`config.mk`:
```
export PLATFORM = sky130hd
export DESIGN_NAME = load_hazard_ctrl_flat
export DESIGN_NICKNAME = d
export VERILOG_FILES = /design/src/rtl/load_hazard_ctrl_if.sv /design/src/rtl/load_hazard_ctrl.sv /design/src/flat_wrapper.sv
export SDC_FILE = /design/constraint.sdc
export NUM_CORES = 1
export LEC_CHECK = 0
export ABC_AREA = 0
export BUFFER_PORTS_ARGS = -buffer_cell sky130_fd_sc_hd__buf_2
export CAP_MARGIN = 30
export CORE_MARGIN = 2
export CORE_UTILIZATION = 30
export CTS_BUF_LIST = sky130_fd_sc_hd__clkbuf_8
export DETAILED_ROUTE_END_ITERATION = 10
export SETUP_SLACK_MARGIN = 0.3
export SYNTH_ARGS = -nofsm -noshare
export SYNTH_HDL_FRONTEND = slang
export SYNTH_SLANG_ARGS = --single-unit
export TNS_END_PERCENT = 1
```
`constraint.sdc`:
```
create_clock -name clk -period 4.9 [get_ports clk]
set_input_delay 0.245 -clock clk [delete_from_list [all_inputs] [get_ports clk]]
set_output_delay 0.245 -clock clk [all_outputs]
set_load 0.1 [all_outputs]
```
`src/rtl/load_hazard_ctrl_if.sv`:
```
// Decode/execute-side signals seen by the load-use hazard unit, plus its stall controls and statistics.
interface load_hazard_ctrl_if #(
  parameter int unsigned INSTR_W = 16,
  parameter int unsigned REG_AW  = 3,
  parameter int unsigned CNT_W   = 16
);
  logic [INSTR_W-1:0] fd_instr;
  logic               fd_valid;
  logic               fd_rs_used;
  logic               fd_rt_used;
  logic [REG_AW-1:0]  dx_rd;
  logic               dx_mem_read;
  logic               dx_valid;
  logic               flush;
  logic               mem_stall;
  logic               clr_stats;
  logic               pc_write;
  logic               if_write;
  logic               enable_nop;
  logic [CNT_W-1:0]   stall_cycles;
  logic [CNT_W-1:0]   stall_events;

  // Pipeline side: drives decode/execute state, consumes stall controls.
  modport master (
    output fd_instr, fd_valid, fd_rs_used, fd_rt_used,
    output dx_rd, dx_mem_read, dx_valid, flush, mem_stall, clr_stats,
    input  pc_write, if_write, enable_nop, stall_cycles, stall_events
  );

  // Hazard unit side.
  modport slave (
    input  fd_instr, fd_valid, fd_rs_used, fd_rt_used,
    input  dx_rd, dx_mem_read, dx_valid, flush, mem_stall, clr_stats,
    output pc_write, if_write, enable_nop, stall_cycles, stall_events
  );
endinterface

```
`src/rtl/load_hazard_ctrl.sv`:
```
// Load-use hazard unit: compares decode sources against the load in DX and loads still
// in flight for LOAD_LAT-1 further cycles, and keeps saturating stall statistics.
module load_hazard_ctrl #(
  parameter int unsigned INSTR_W  = 16,
  parameter int unsigned REG_AW   = 3,
  parameter int unsigned RS_HI    = 10,
  parameter int unsigned RT_HI    = 7,
  parameter int unsigned LOAD_LAT = 1,
  parameter int unsigned CNT_W    = 16
) (
  input  logic clk,
  input  logic rst,
  load_hazard_ctrl_if.slave bus
);

  localparam int unsigned RS_LO = RS_HI - REG_AW + 1;
  localparam int unsigned RT_LO = RT_HI - REG_AW + 1;
  // At least one slot so the compare loop stays well-formed; tied off when LOAD_LAT=1.
  localparam int unsigned TRK_D = (LOAD_LAT > 1) ? LOAD_LAT - 1 : 1;
  localparam logic [CNT_W-1:0] CNT_MAX = {CNT_W{1'b1}};

  logic [REG_AW-1:0] rs;
  logic [REG_AW-1:0] rt;
  logic              dx_load;
  logic              rs_match;
  logic              rt_match;
  logic              hazard;
  logic [TRK_D-1:0]  trk_vld;
  logic [REG_AW-1:0] trk_rd [TRK_D];
  logic [CNT_W-1:0]  cycles_q;
  logic [CNT_W-1:0]  events_q;
  logic              prev_nop_q;
  logic              unused_instr_bits;

  assign rs      = bus.fd_instr[RS_HI:RS_LO];
  assign rt      = bus.fd_instr[RT_HI:RT_LO];
  assign dx_load = bus.dx_mem_read & bus.dx_valid;
  // Opcode/immediate bits are irrelevant to hazard detection.
  assign unused_instr_bits = ^bus.fd_instr;

  generate
    if (LOAD_LAT > 1) begin : g_trk
      // Age loads that have left DX; the whole tracker freezes with the pipeline.
      always_ff @(posedge clk or posedge rst) begin
        if (rst) begin
          trk_vld <= '0;
          for (int k = 0; k < int'(TRK_D); k++) trk_rd[k] <= '0;
        end else if (!bus.mem_stall) begin
          for (int k = int'(TRK_D) - 1; k > 0; k--) begin
            trk_vld[k] <= trk_vld[k-1];
            trk_rd[k]  <= trk_rd[k-1];
          end
          trk_vld[0] <= dx_load;
          trk_rd[0]  <= bus.dx_rd;
        end
      end
    end else begin : g_no_trk
      // Classic single-cycle latency: nothing in flight beyond DX.
      always_comb begin
        trk_vld = '0;
        for (int k = 0; k < int'(TRK_D); k++) trk_rd[k] = '0;
      end
    end
  endgenerate

  // Source-register matches against DX load and every tracked load.
  always_comb begin
    rs_match = dx_load && (bus.dx_rd == rs);
    rt_match = dx_load && (bus.dx_rd == rt);
    for (int k = 0; k < int'(TRK_D); k++) begin
      rs_match = rs_match || (trk_vld[k] && (trk_rd[k] == rs));
      rt_match = rt_match || (trk_vld[k] && (trk_rd[k] == rt));
    end
  end

  // A killed decode instruction never stalls.
  assign hazard = bus.fd_valid && !bus.flush &&
                  ((bus.fd_rs_used && rs_match) || (bus.fd_rt_used && rt_match));

  // Stall controls: memory freeze beats hazard bubble beats normal flow.
  always_comb begin
    bus.pc_write   = 1'b1;
    bus.if_write   = 1'b1;
    bus.enable_nop = 1'b0;
    if (bus.mem_stall) begin
      bus.pc_write = 1'b0;
      bus.if_write = 1'b0;
    end else if (hazard) begin
      bus.pc_write   = 1'b0;
      bus.if_write   = 1'b0;
      bus.enable_nop = 1'b1;
    end
  end

  // Saturating stall statistics; frozen cycles leave the episode flag untouched.
  always_ff @(posedge clk or posedge rst) begin
    if (rst) begin
      cycles_q   <= '0;
      events_q   <= '0;
      prev_nop_q <= 1'b0;
    end else begin
      if (bus.clr_stats) begin
        cycles_q <= '0;
        events_q <= '0;
      end else begin
        if (bus.enable_nop && (cycles_q != CNT_MAX)) cycles_q <= cycles_q + CNT_W'(1);
        if (bus.enable_nop && !prev_nop_q && (events_q != CNT_MAX))
          events_q <= events_q + CNT_W'(1);
      end
      if (!bus.mem_stall) prev_nop_q <= bus.enable_nop;
    end
  end

  assign bus.stall_cycles = cycles_q;
  assign bus.stall_events = events_q;

endmodule

```
`src/flat_wrapper.sv`:
```
// flat-port wrapper written by rule: the top's interface ports become plain ports
module load_hazard_ctrl_flat 
#(
  parameter int unsigned INSTR_W  = 16,
  parameter int unsigned REG_AW   = 3,
  parameter int unsigned RS_HI    = 10,
  parameter int unsigned RT_HI    = 7,
  parameter int unsigned LOAD_LAT = 1,
  parameter int unsigned CNT_W    = 16
)
  (clk, rst, bus_fd_instr, bus_fd_valid, bus_fd_rs_used, bus_fd_rt_used, bus_dx_rd, bus_dx_mem_read, bus_dx_valid, bus_flush, bus_mem_stall, bus_clr_stats, bus_pc_write, bus_if_write, bus_enable_nop, bus_stall_cycles, bus_stall_events);
  load_hazard_ctrl_if #(.INSTR_W(INSTR_W), .REG_AW(REG_AW), .CNT_W(CNT_W)) bus_i ();
  input  logic clk;
  input  logic rst;
  input wire logic [$bits(bus_i.fd_instr)-1:0] bus_fd_instr;
  input wire logic [$bits(bus_i.fd_valid)-1:0] bus_fd_valid;
  input wire logic [$bits(bus_i.fd_rs_used)-1:0] bus_fd_rs_used;
  input wire logic [$bits(bus_i.fd_rt_used)-1:0] bus_fd_rt_used;
  input wire logic [$bits(bus_i.dx_rd)-1:0] bus_dx_rd;
  input wire logic [$bits(bus_i.dx_mem_read)-1:0] bus_dx_mem_read;
  input wire logic [$bits(bus_i.dx_valid)-1:0] bus_dx_valid;
  input wire logic [$bits(bus_i.flush)-1:0] bus_flush;
  input wire logic [$bits(bus_i.mem_stall)-1:0] bus_mem_stall;
  input wire logic [$bits(bus_i.clr_stats)-1:0] bus_clr_stats;
  output wire logic [$bits(bus_i.pc_write)-1:0] bus_pc_write;
  output wire logic [$bits(bus_i.if_write)-1:0] bus_if_write;
  output wire logic [$bits(bus_i.enable_nop)-1:0] bus_enable_nop;
  output wire logic [$bits(bus_i.stall_cycles)-1:0] bus_stall_cycles;
  output wire logic [$bits(bus_i.stall_events)-1:0] bus_stall_events;
  assign bus_i.fd_instr = bus_fd_instr;
  assign bus_i.fd_valid = bus_fd_valid;
  assign bus_i.fd_rs_used = bus_fd_rs_used;
  assign bus_i.fd_rt_used = bus_fd_rt_used;
  assign bus_i.dx_rd = bus_dx_rd;
  assign bus_i.dx_mem_read = bus_dx_mem_read;
  assign bus_i.dx_valid = bus_dx_valid;
  assign bus_i.flush = bus_flush;
  assign bus_i.mem_stall = bus_mem_stall;
  assign bus_i.clr_stats = bus_clr_stats;
  assign bus_pc_write = bus_i.pc_write;
  assign bus_if_write = bus_i.if_write;
  assign bus_enable_nop = bus_i.enable_nop;
  assign bus_stall_cycles = bus_i.stall_cycles;
  assign bus_stall_events = bus_i.stall_events;
  load_hazard_ctrl #(.INSTR_W(INSTR_W), .REG_AW(REG_AW), .RS_HI(RS_HI), .RT_HI(RT_HI), .LOAD_LAT(LOAD_LAT), .CNT_W(CNT_W)) u_core (.clk(clk), .rst(rst), .bus(bus_i));
endmodule
```
==> reports/metrics.sh, run 1 <==
OUTCOME='finished, final reports clean'
SYN_INST=221
FINAL.MIN_CLOCK_PERIOD_PS=2312
YOSYS.AREA.TOP_TYPE_SHARE_PCT=41.25
RATIO_OF_CELLS_WITH_DRIVE_ABOVE_1_IN_THE_FINAL_LAYOUT_PCT=25.64
DETAIL_ROUTE.DRC_VIOLATIONS=0
FINAL_NET_COUNT=304
FMAX_MHz=432.5
CORE_UM2=6386
FLOW.AREA_GROWTH_FROM_SYNTHESIS_PCT=20.81
DESIGN.PORTCOUNT=64
SYN-NUM-NETS=252
VIAS=1940
NUMBER_OF_HOLD_VIOLATIONS_IN_THE_FINAL_REPORT=0
CTS_HTREE_LEVELS=2
SYNTHFLOPTYPE='sky130_fd_sc_hd__dfrtp_1'
SYNTH_MOST_COMMON_CELL='sky130_fd_sc_hd__dfrtp_1'
LEAKAGEPOWER_uW=0.001063
R2R.WORST_PATH.CELLS=6
SYN-CELL-AREA_UM2=2002
REMAINING_GLOBAL_ROUTE_OVERFLOW=0
GRT_MAX_DEGREE=34
CRITICAL_PATH.STARTPOINT_TYPE='flip-flop'
FIRST_GLOBAL_VIAS=1745
PORT_BUFFERS=53
TIMING.CLOCK.SKEW_PS=4.321
SYNTH_ENABLE_FLOP_CELLS=0
INITIAL_CORE_UTIL_PCT=31.35
CTS_MADE_BUFFERS=5
SLEW_MARGIN_REL_PCT=59.86
ROUTE.DETAILED.WL_PER_INST_UM=14.61
DIE_WIDTH_UM=85.69
FIN_CRIT_SH_PCT=47.19
DETAILEDROUTE.FIRSTPASSITERATIONCOUNT=4
TIMING.CRITICAL_PATH.FROM='u_core.bus.stall_events[0]'
RSZ_0062_RAISED_AFTER_GLOBAL_ROUTING='false'
SYNTHDOMINANTAREACELLTYPE='sky130_fd_sc_hd__dfrtp_1'
CLOCK_LATENCY_PS=290
VIAS_PER_CELL=5.543
ARRIVAL_PS=2520
CRIT_FANOUT=6
DETAILEDPLACEMENTHPWL_MM=3.676
ANTENNADIODECOUNT=0
CTS_POST_SETUP_BUFFERS_INSERTED=0
ANTENNA_LEFT=0
GR_UTIL_ALL_LAYERS_PCT=14.81
DR.FIRST_ITER.DRC_COUNT=135
TIMING.MAX_CAP.VIOLATIONS=0
SETUP_VIOL=0
SYNTHESIS.AREA_PER_INSTANCE_UM2=9.058
ROWS=29
CTS_REPAIR_RESIZE_COUNT=0
POST_CTS_HOLD_BUFFER_COUNT=0
WIRE_LENGTH_OF_THE_FIRST_GLOBAL_ROUTING_PASS_MM=8.631
FINAL-MAX-SLEW-VIOLATION-COUNT=0
CRITICAL_PATH.ENDPOINT_TYPE='flip-flop'
REG2REG_FROM='u_core.bus.stall_events[0]'
PLACE_CONGESTION=0.7407
CTS.SINK_COUNT=33
CTSLONGESTPATHBUFFERS=2
DESIGN.DIE.AREA_UM2=7343
HOLDCRITPATHCLASS='primary input to asynchronous set/reset pin'
FILLER_CELL_COUNT=666
WORSTSETUPPATHTYPE='flip-flop to flip-flop'
CHIPHEIGHT_UM=85.69
TRITONCTS='done'
FFS_LATCHES_SYNTH=33
CLK_PIN_SLEW_WORST_PATHS_PS=70
YS_TOP_CELLS_BY_COUNT='sky130_fd_sc_hd__dfrtp_1, sky130_fd_sc_hd__a21oi_1, sky130_fd_sc_hd__nand2_1, sky130_fd_sc_hd__nand4_1'
CRIT_END='u_core.bus.stall_events[7]'
SYNTH.YOSYS.WARNINGS=0
SYNTHTOPCELLSBYAREA='sky130_fd_sc_hd__dfrtp_1, sky130_fd_sc_hd__a21oi_1, sky130_fd_sc_hd__o31ai_1, sky130_fd_sc_hd__or4_1, sky130_fd_sc_hd__nand4_1'
ROOT_BUFFER='sky130_fd_sc_hd__clkbuf_8'
TIGHTEST_SLEW_PS=601.5
SEQUENTIAL_FRACTION_OF_THE_SYNTHESIS_AREA_PCT=41.25
CRIT-REG2REG-CAPTURE='u_core.bus.stall_events[7]'
SYNTHDISTINCTLIBCELLS=45
IRDROPWORSTVDD_uV=76.63
TNS_PS=0
ANTENNA_FOUND_INITIAL=0
UTILIZATION_PCT=37.87
YS_ASYNC_SR_FRACTION_PCT=100.0
WP_DATA_REQUIRED_PS=5110
FINALWIRELENGTH_MM=5.112
WORST-R2R-SETUP-SLACK_PS=2590
POWER-PER-CELL-AREA_nW_PER_UM2=216.5
-- area by class of cell --
type	count	area, µm²	area share [%]
timing repair buffer	55	284.0	11.74
clock inverter	1	3.754	0.1552
sequential	33	825.8	34.14
tap	77	96.34	3.983
inverter	8	30.03	1.242
multi-input combinational	170	1096	45.32
clock buffer	6	82.58	3.414
-- worst max-delay path, cell delays in order (launching register included) --
cell and delay [ps]:
sky130_fd_sc_hd__dfrtp_1 430, sky130_fd_sc_hd__ha_1 250, sky130_fd_sc_hd__and4_1 290, sky130_fd_sc_hd__and4_4 210, sky130_fd_sc_hd__or4_4 490, sky130_fd_sc_hd__or4_1 410, sky130_fd_sc_hd__a21oi_1 150
-- power by group --
group,switching (µW),internal (µW)
Sequential,0.225,273
Combinational,28.4,11.8
Clock,101,109
-- logic make-up after synthesis --
group	after synthesis	synth area share (%)
xor+xnor	8	3.500
mux	4	2.187
fa+ha+maj	2	1.250
simple gates	96	28.75
flops	33	41.25
compound gates	60	19.06
buf+inv	18	4.000
-- through the flow --
step	cell area [µm²]	std cells	total power (µW)	setup slack, ps	hold WS (ps)
after floorplan	2002	221	304.4	1905	373.9
after global placement	2321	342	318.5	2214	375.0
after detailed placement	2332	343	319.1	2614	368.5
after CTS	2419	350	530.4	2598	57.99
after global routing	2419	350	545.6	2436	92.05
final	2419	350	523.6	2588	38.82
-- how the worst min path moves through the flow --
stage                                        endpoint  depth (start not counted)  slack [ps]  from
after floorplan            u_core.bus.stall_cycles[0]                          1         370   rst
after global placement     u_core.bus.stall_cycles[9]                          3         380   rst
after detailed placement   u_core.bus.stall_cycles[9]                          3         370   rst
after CTS                 u_core.bus.stall_events[13]                          3          60   rst
after global routing      u_core.bus.stall_events[13]                          3          90   rst
final                     u_core.bus.stall_events[13]                          3          40   rst
-- state kept, by name, indices dropped and copies added, names as in the netlist --
signal / flops
u_core.bus.stall_events: 16
u_core.prev_nop_q: 1
u_core.bus.stall_cycles: 16
-- cells in the final DEF, fill, tap and decap left out, types with 6 or more instances in the layout --
cell type	instances
sky130_fd_sc_hd__o31ai_1	11
sky130_fd_sc_hd__buf_2	53
sky130_fd_sc_hd__clkbuf_8	6
sky130_fd_sc_hd__nand2_1	18
sky130_fd_sc_hd__dfrtp_1	33
sky130_fd_sc_hd__or3_1	9
sky130_fd_sc_hd__nand4_1	12
sky130_fd_sc_hd__o21ai_0	11
sky130_fd_sc_hd__and4_1	7
sky130_fd_sc_hd__xnor2_1	7
sky130_fd_sc_hd__a21oi_1	20
sky130_fd_sc_hd__or4_1	11
sky130_fd_sc_hd__inv_1	8
sky130_fd_sc_hd__nor2_1	9
-- layer usage --
| layer | routed length [µm] | up-vias | track usage, % |
|---|---|---|---|
| met5 | 0 | - | 0 |
| met3 | 287 | 5 | 3.561 |
| met2 | 2247 | 48 | 21.66 |
| li1 | - | 956 | - |
| met1 | 2490 | 931 | 21.14 |
| met4 | 85 | 0 | 5.628 |
No activity file was read; power rests on OpenSTA's default activity.
==> run 2: changes to the inputs <==
==> constraint.sdc (replaced) <==
create_clock -name clk -period 2.3 [get_ports clk]
set_input_delay 0.115 -clock clk [delete_from_list [all_inputs] [get_ports clk]]
set_output_delay 0.115 -clock clk [all_outputs]
set_load 0.1 [all_outputs]
==> reports/metrics.sh, run 2 (synthesis results as in run 1) <==
OUTCOME='finished, final reports clean'
CLOCK_LATENCY_PS=290
R2R.WORST_PATH.CELLS=6
RSZ_0062_RAISED_AFTER_GLOBAL_ROUTING='true'
FIRST_GLOBAL_VIAS=1877
ARRIVAL_PS=2390
INTPOWER_uW=813.2
CRIT_FANOUT=4
FINAL_NET_COUNT=310
P_COMB_SHARE_PCT=8.1
LEAKAGEPOWER_uW=0.001063
LAYOUT.CELLS.MOST_COMMON_LIST='sky130_fd_sc_hd__buf_2, sky130_fd_sc_hd__a21oi_1, sky130_fd_sc_hd__nand2_1, sky130_fd_sc_hd__dfrtp_1, sky130_fd_sc_hd__dfrtp_2'
SWSHARE_PCT=26.32
POWER-PER-CELL-AREA_nW_PER_UM2=439.3
IRDROPWORSTVDD_uV=188.9
WIRE_LENGTH_OF_THE_FIRST_GLOBAL_ROUTING_PASS_MM=9.170
VIAS_PER_CELL=5.619
HOLDCRITPATHCLASS='primary input to flip-flop'
DETAILEDROUTE.FIRSTPASSITERATIONCOUNT=4
CHIPHEIGHT_UM=85.69
VIAS=2006
MAX_STAGE_DELAY_PS=500
ANTENNADIODECOUNT=0
NUMBER_OF_HOLD_VIOLATIONS_IN_THE_FINAL_REPORT=0
DESIGN.PORTCOUNT=64
CP.BUFFERS_INVERTERS=0
CTS.SINK_COUNT=33
FINALWIRELENGTH_MM=5.422
CLK_PIN_SLEW_WORST_PATHS_PS=70
TIMING.MAX_CAP.VIOLATIONS=0
DETAIL_ROUTE.DRC_VIOLATIONS=0
CP_DELAY_BY_FAMILY_TOP='simple AND/OR/NAND/NOR gates'
PORT_BUFFERS=53
FMAX_MHz=460.3
SETUP_VIOL=0
DESIGN.DIE.AREA_UM2=7343
TRITONCTS='done'
PLACE_CONGESTION=0.7929
TIMING.HOLD.WORST_PATH_DEPTH=3
ANTENNA_LEFT=0
WORSTPATHCELLLIST='ha_4, and4_4, and4_4, or4_4, or4_4, a21oi_2'
TNS_PS=0
GRT_MAX_DEGREE=34
ANTENNA_FOUND_INITIAL=0
TIMING.CRITICAL_PATH.SLOWEST_STAGE_CELL='sky130_fd_sc_hd__or4_4'
FLOW.AREA_GROWTH_FROM_SYNTHESIS_PCT=25.50
POWER.SWITCHING_uW=290.5
RATIO_OF_CELLS_WITH_DRIVE_ABOVE_1_IN_THE_FINAL_LAYOUT_PCT=35.36
MOSTFREQUENTLAYOUTCELL='sky130_fd_sc_hd__buf_2'
SLEW_MARGIN_REL_PCT=61.03
WORSTSETUPPATHDEPTH=6
CRITICAL_PATH.ENDPOINT_TYPE='flip-flop'
CRITICAL_PATH.STARTPOINT_TYPE='flip-flop'
CORE_UM2=6386
PWR-SHARE-SEQ_PCT=52.6
DIE_WIDTH_UM=85.69
FINAL-MAX-SLEW-VIOLATION-COUNT=0
WORST-R2R-SETUP-SLACK_PS=130
WORSTSETUPPATHTYPE='flip-flop to flip-flop'
DETAILEDPLACEMENTHPWL_MM=3.788
ROOT_BUFFER='sky130_fd_sc_hd__clkbuf_8'
ROWS=29
DPL.CELL_COUNT=346
INITIAL_CORE_UTIL_PCT=31.35
INSTANCES_NO_FILL=357
CTSLONGESTPATHBUFFERS=2
FINAL.MIN_CLOCK_PERIOD_PS=2172
GR_UTIL_ALL_LAYERS_PCT=15.48
PLACED_AREA_UM2=2392
CLKPWRFRAC_PCT=39.3
POST-LAYOUT-TOTAL-POWER_uW=1104
CTS_MADE_BUFFERS=5
WP_DATA_REQUIRED_PS=2520
CTS_HTREE_LEVELS=2
ROUTE.DETAILED.WL_PER_INST_UM=15.19
TIMING.CLOCK.SKEW_PS=5.184
FINALINSTANCEAREA_UM2=2512
DR.FIRST_ITER.DRC_COUNT=89
FIN_CRIT_SH_PCT=94.46
REMAINING_GLOBAL_ROUTE_OVERFLOW=0
TIGHTEST_SLEW_PS=583.9
run 2: cell types whose count changed in the layout (fill, tap and decap cells not counted), sizes merged:
cell / before / now
buf: 55 / 60
clkinv: 1 / 3
dlygate4sd3: 0 / 1
clkbuf: 6 / 5
run 2: metrics by stage:
| step | worst slack [ps] | hold slack (ps) | util [%] |
|---|---|---|---|
| 3_3_place_gp | 112.8 | 242.9 | 37.46 |
| 5_1_grt | 84.24 | 170.5 | 39.34 |
| 6_report | 127.5 | 149.6 | 39.34 |
| 2_1_floorplan | -84.62 | 242.9 | - |
| 4_1_cts | 110.3 | 147.5 | 39.18 |
| 3_5_place_dp | 77.82 | 241.7 | 37.46 |
run 2: layout make-up:
class	instances	area [µm²]
timing repair buffer	61	327.8
fill	662	3874
clock inverter	3	13.76
tap	77	96.34
sequential	33	852.1
clock buffer	5	68.82
inverter	8	30.03
multi-input combinational	170	1124
run 2: repair_timing:
| item | CTS | global route |
|---|---|---|
| endpoints found under the hold margin | 33 | 0 |
| pin swaps | 1 | 1 |
| gates resized for setup | 2 | 3 |
| buffers inserted | 2 | 0 |
| hold buffers | 1 | 0 |
| endpoints found under the setup margin | 13 | 15 |
run 2: worst paths after layout:
| kind | startpoint | endpoint |
|---|---|---|
| hold reg to reg | u_core.bus.stall_cycles[8] | u_core.bus.stall_cycles[8] |
| setup / recovery | u_core.bus.stall_events[1] | u_core.bus.stall_events[7] |
| hold / removal | bus_mem_stall | u_core.prev_nop_q |
| setup reg to reg | u_core.bus.stall_events[1] | u_core.bus.stall_events[7] |
| min in group asynchronous | rst | u_core.bus.stall_cycles[14] |
| max in group asynchronous | rst | u_core.bus.stall_events[0] |
run 2: power groups by stage:
stage | clock network (µW) | registers, µW | logic [µW]
finish | 433 | 581 | 89.9
detailed placement | 0 | 592 | 90.4
global placement | 0 | 592 | 89.1
CTS | 447 | 580 | 91.8
floorplan | 0 | 593 | 55.6
global route | 466 | 580 | 99.2
run 2: worst reg2reg max path: stages (launching register included):
cell,delay (ps)
sky130_fd_sc_hd__dfrtp_4,490
sky130_fd_sc_hd__ha_4,170
sky130_fd_sc_hd__and4_4,200
sky130_fd_sc_hd__and4_4,180
sky130_fd_sc_hd__or4_4,500
sky130_fd_sc_hd__or4_4,430
sky130_fd_sc_hd__a21oi_2,120
run 2: routing by layer:
metal  part of all wire [%]  vias up  track usage (%)
met1                     47      978            21.20
li1                       -      965                -
met5                      0        -                0
met2                     46       57            24.43
met3                    4.8        6            3.176
met4                    1.4        0            5.195
==> run 3: changes to the inputs <==
==> constraint.sdc (replaced) <==
create_clock -name clk -period 2.6 [get_ports clk]
set_input_delay 0.13 -clock clk [delete_from_list [all_inputs] [get_ports clk]]
set_output_delay 0.13 -clock clk [all_outputs]
set_load 0.1 [all_outputs]
==> reports/metrics.sh, run 3 (synthesis results as in run 1) <==
FMAX_MHz=437.3
DIE_WIDTH_UM=85.69
POWER-PER-CELL-AREA_nW_PER_UM2=405.9
CLK_PIN_SLEW_WORST_PATHS_PS=70
INSTANCES_NO_FILL=352
NUMBER_OF_HOLD_VIOLATIONS_IN_THE_FINAL_REPORT=0
ROUTE.DETAILED.WL_PER_INST_UM=14.69
CRIT_FANOUT=6
HOLDCRITPATHCLASS='primary input to flip-flop'
POST-LAYOUT-TOTAL-POWER_uW=989.8
CP_DELAY_BY_FAMILY_TOP='simple AND/OR/NAND/NOR gates'
CRIT-REG2REG-CAPTURE='u_core.bus.stall_events[15]'
RATIO_OF_CELLS_WITH_DRIVE_ABOVE_1_IN_THE_FINAL_LAYOUT_PCT=26.91
DESIGN.PORTCOUNT=64
FINAL_NET_COUNT=306
CLOCK_LATENCY_PS=290
LAYOUT.CELLS.MOST_COMMON_LIST='sky130_fd_sc_hd__buf_2, sky130_fd_sc_hd__dfrtp_1, sky130_fd_sc_hd__a21oi_1, sky130_fd_sc_hd__nand2_1, sky130_fd_sc_hd__nand4_1'
TRITONCTS='done'
CRITICAL_PATH.STARTPOINT_TYPE='flip-flop'
CTS_HTREE_LEVELS=2
INITIAL_CORE_UTIL_PCT=31.35
FINAL.MIN_CLOCK_PERIOD_PS=2287
TIMING.CRITICAL_PATH.SLOWEST_STAGE_CELL='sky130_fd_sc_hd__or4_4'
GR_UTIL_ALL_LAYERS_PCT=15.07
DESIGN.DIE.AREA_UM2=7343
DETAILEDPLACEMENTHPWL_MM=3.681
CRITICAL_PATH.ENDPOINT_TYPE='flip-flop'
WORSTPATHCELLLIST='ha_1, and4_2, and4_4, or4_4, or4_1, a21oi_1'
DPL.CELL_COUNT=343
DETAILEDROUTE.FIRSTPASSITERATIONCOUNT=4
SLEW_MARGIN_REL_PCT=61.50
CTS.SINK_COUNT=33
TIMING.MAX_CAP.VIOLATIONS=0
IRDROPWORSTVDD_uV=168.8
ROOT_BUFFER='sky130_fd_sc_hd__clkbuf_8'
TIMING.HOLD.WORST_PATH_DEPTH=3
MAX_STAGE_DELAY_PS=500
ANTENNA_LEFT=0
ARRIVAL_PS=2500
FIRST_GLOBAL_VIAS=1770
CTSLONGESTPATHBUFFERS=2
WIRE_LENGTH_OF_THE_FIRST_GLOBAL_ROUTING_PASS_MM=8.838
FINAL-MAX-SLEW-VIOLATION-COUNT=0
CP.BUFFERS_INVERTERS=0
SETUP_VIOL=0
VIAS=1944
DETAIL_ROUTE.DRC_VIOLATIONS=0
OUTCOME='finished, final reports clean'
DR.FIRST_ITER.DRC_COUNT=97
ANTENNADIODECOUNT=0
FIN_CRIT_SH_PCT=87.96
PORT_BUFFERS=53
FILLER_CELL_COUNT=670
WORSTSETUPPATHTYPE='flip-flop to flip-flop'
PRE_CTS_SLACK_PS=305.1
MIN_DELAY_WORST_ENDPOINT='u_core.prev_nop_q'
ANTENNA_FOUND_INITIAL=0
TIMING.CLOCK.SKEW_PS=5.195
WORSTHOLDSTART='bus_mem_stall'
WP_DATA_REQUIRED_PS=2810
MOSTFREQUENTLAYOUTCELL='sky130_fd_sc_hd__buf_2'
LEAKAGEPOWER_uW=0.001073
GRT_MAX_DEGREE=34
CORE_UM2=6386
CHIPHEIGHT_UM=85.69
REG2REG_FROM='u_core.bus.stall_events[1]'
REMAINING_GLOBAL_ROUTE_OVERFLOW=0
PLACE_CONGESTION=0.7457
RSZ_0062_RAISED_AFTER_GLOBAL_ROUTING='true'
WORST-R2R-SETUP-SLACK_PS=310
TNS_PS=0
FIN_WS_PS=313.1
VIAS_PER_CELL=5.523
ROWS=29
FINALWIRELENGTH_MM=5.171
TIGHTEST_SLEW_PS=577.5
CTS_MADE_BUFFERS=5
R2R.WORST_PATH.CELLS=6
FLOW.AREA_GROWTH_FROM_SYNTHESIS_PCT=21.81
==> run 3: through the flow <==
stage | utilization (%) | hold WS, ps | area (µm²)
2_1_floorplan | - | 258.9 | 2004
3_3_place_gp | 36.50 | 256.7 | 2331
3_5_place_dp | 36.50 | 253.2 | 2331
4_1_cts | 38.15 | 169.0 | 2436
5_1_grt | 38.19 | 193.2 | 2439
6_report | 38.19 | 172.7 | 2439
==> run 3: repair_timing <==
action                                  CTS  global route
hold buffers                              1             0
endpoints found under the setup margin    2             7
setup buffers                             1             0
endpoints found under the hold margin    33             0
gates cloned                              0             0
resized for setup                         1             1
==> run 3: area by class of cell <==
cell class / count / area [µm²] / area share (%)
clock buffers: 6 / 82.58 / 3.386
inverters: 8 / 30.03 / 1.231
flip-flops and latches: 33 / 825.8 / 33.86
well taps: 77 / 96.34 / 3.951
repair buffers: 57 / 297.8 / 12.21
clock inverters: 1 / 3.754 / 0.1539
multi-input cells: 170 / 1102 / 45.20
==> run 3: worst register-to-register path: cells and delay by family, from the launching register on <==
family                     cells  cell delay [ps]
DFF                            1              430
adders and majority gates      1              220
and+or+nand+nor                4             1410
AOI/OAI and AO/OA              1              160
==> run 3: worst max path at each step <==
stage / from / endpoint / slack [ps] / cells after the start
2_1_floorplan: u_core.bus.stall_events[0] / u_core.bus.stall_events[15] / -140 / 7
3_3_place_gp: u_core.bus.stall_events[0] / u_core.bus.stall_events[7] / 340 / 6
3_5_place_dp: u_core.bus.stall_events[0] / u_core.bus.stall_events[7] / 310 / 6
4_1_cts: u_core.bus.stall_events[1] / u_core.bus.stall_events[15] / 310 / 6
5_1_grt: u_core.bus.stall_events[1] / u_core.bus.stall_events[15] / 200 / 6
6_report: u_core.bus.stall_events[1] / u_core.bus.stall_events[15] / 310 / 6
==> run 3: per-layer routing <==
metal	global-route usage, %	vias up	share of wire (%)
met5	0	-	0
met4	5.195	0	1.3
met3	3.080	4	5.2
met2	22.59	53	46
met1	21.64	927	48
li1	-	960	-
==> run 3: power by group <==
part / switching [µW] / internal, µW / leakage (µW)
Clock: 192 / 206 / 0.0000485
Sequential: 0.343 / 514 / 0.000461
Combinational: 54.4 / 23.5 / 0.000563
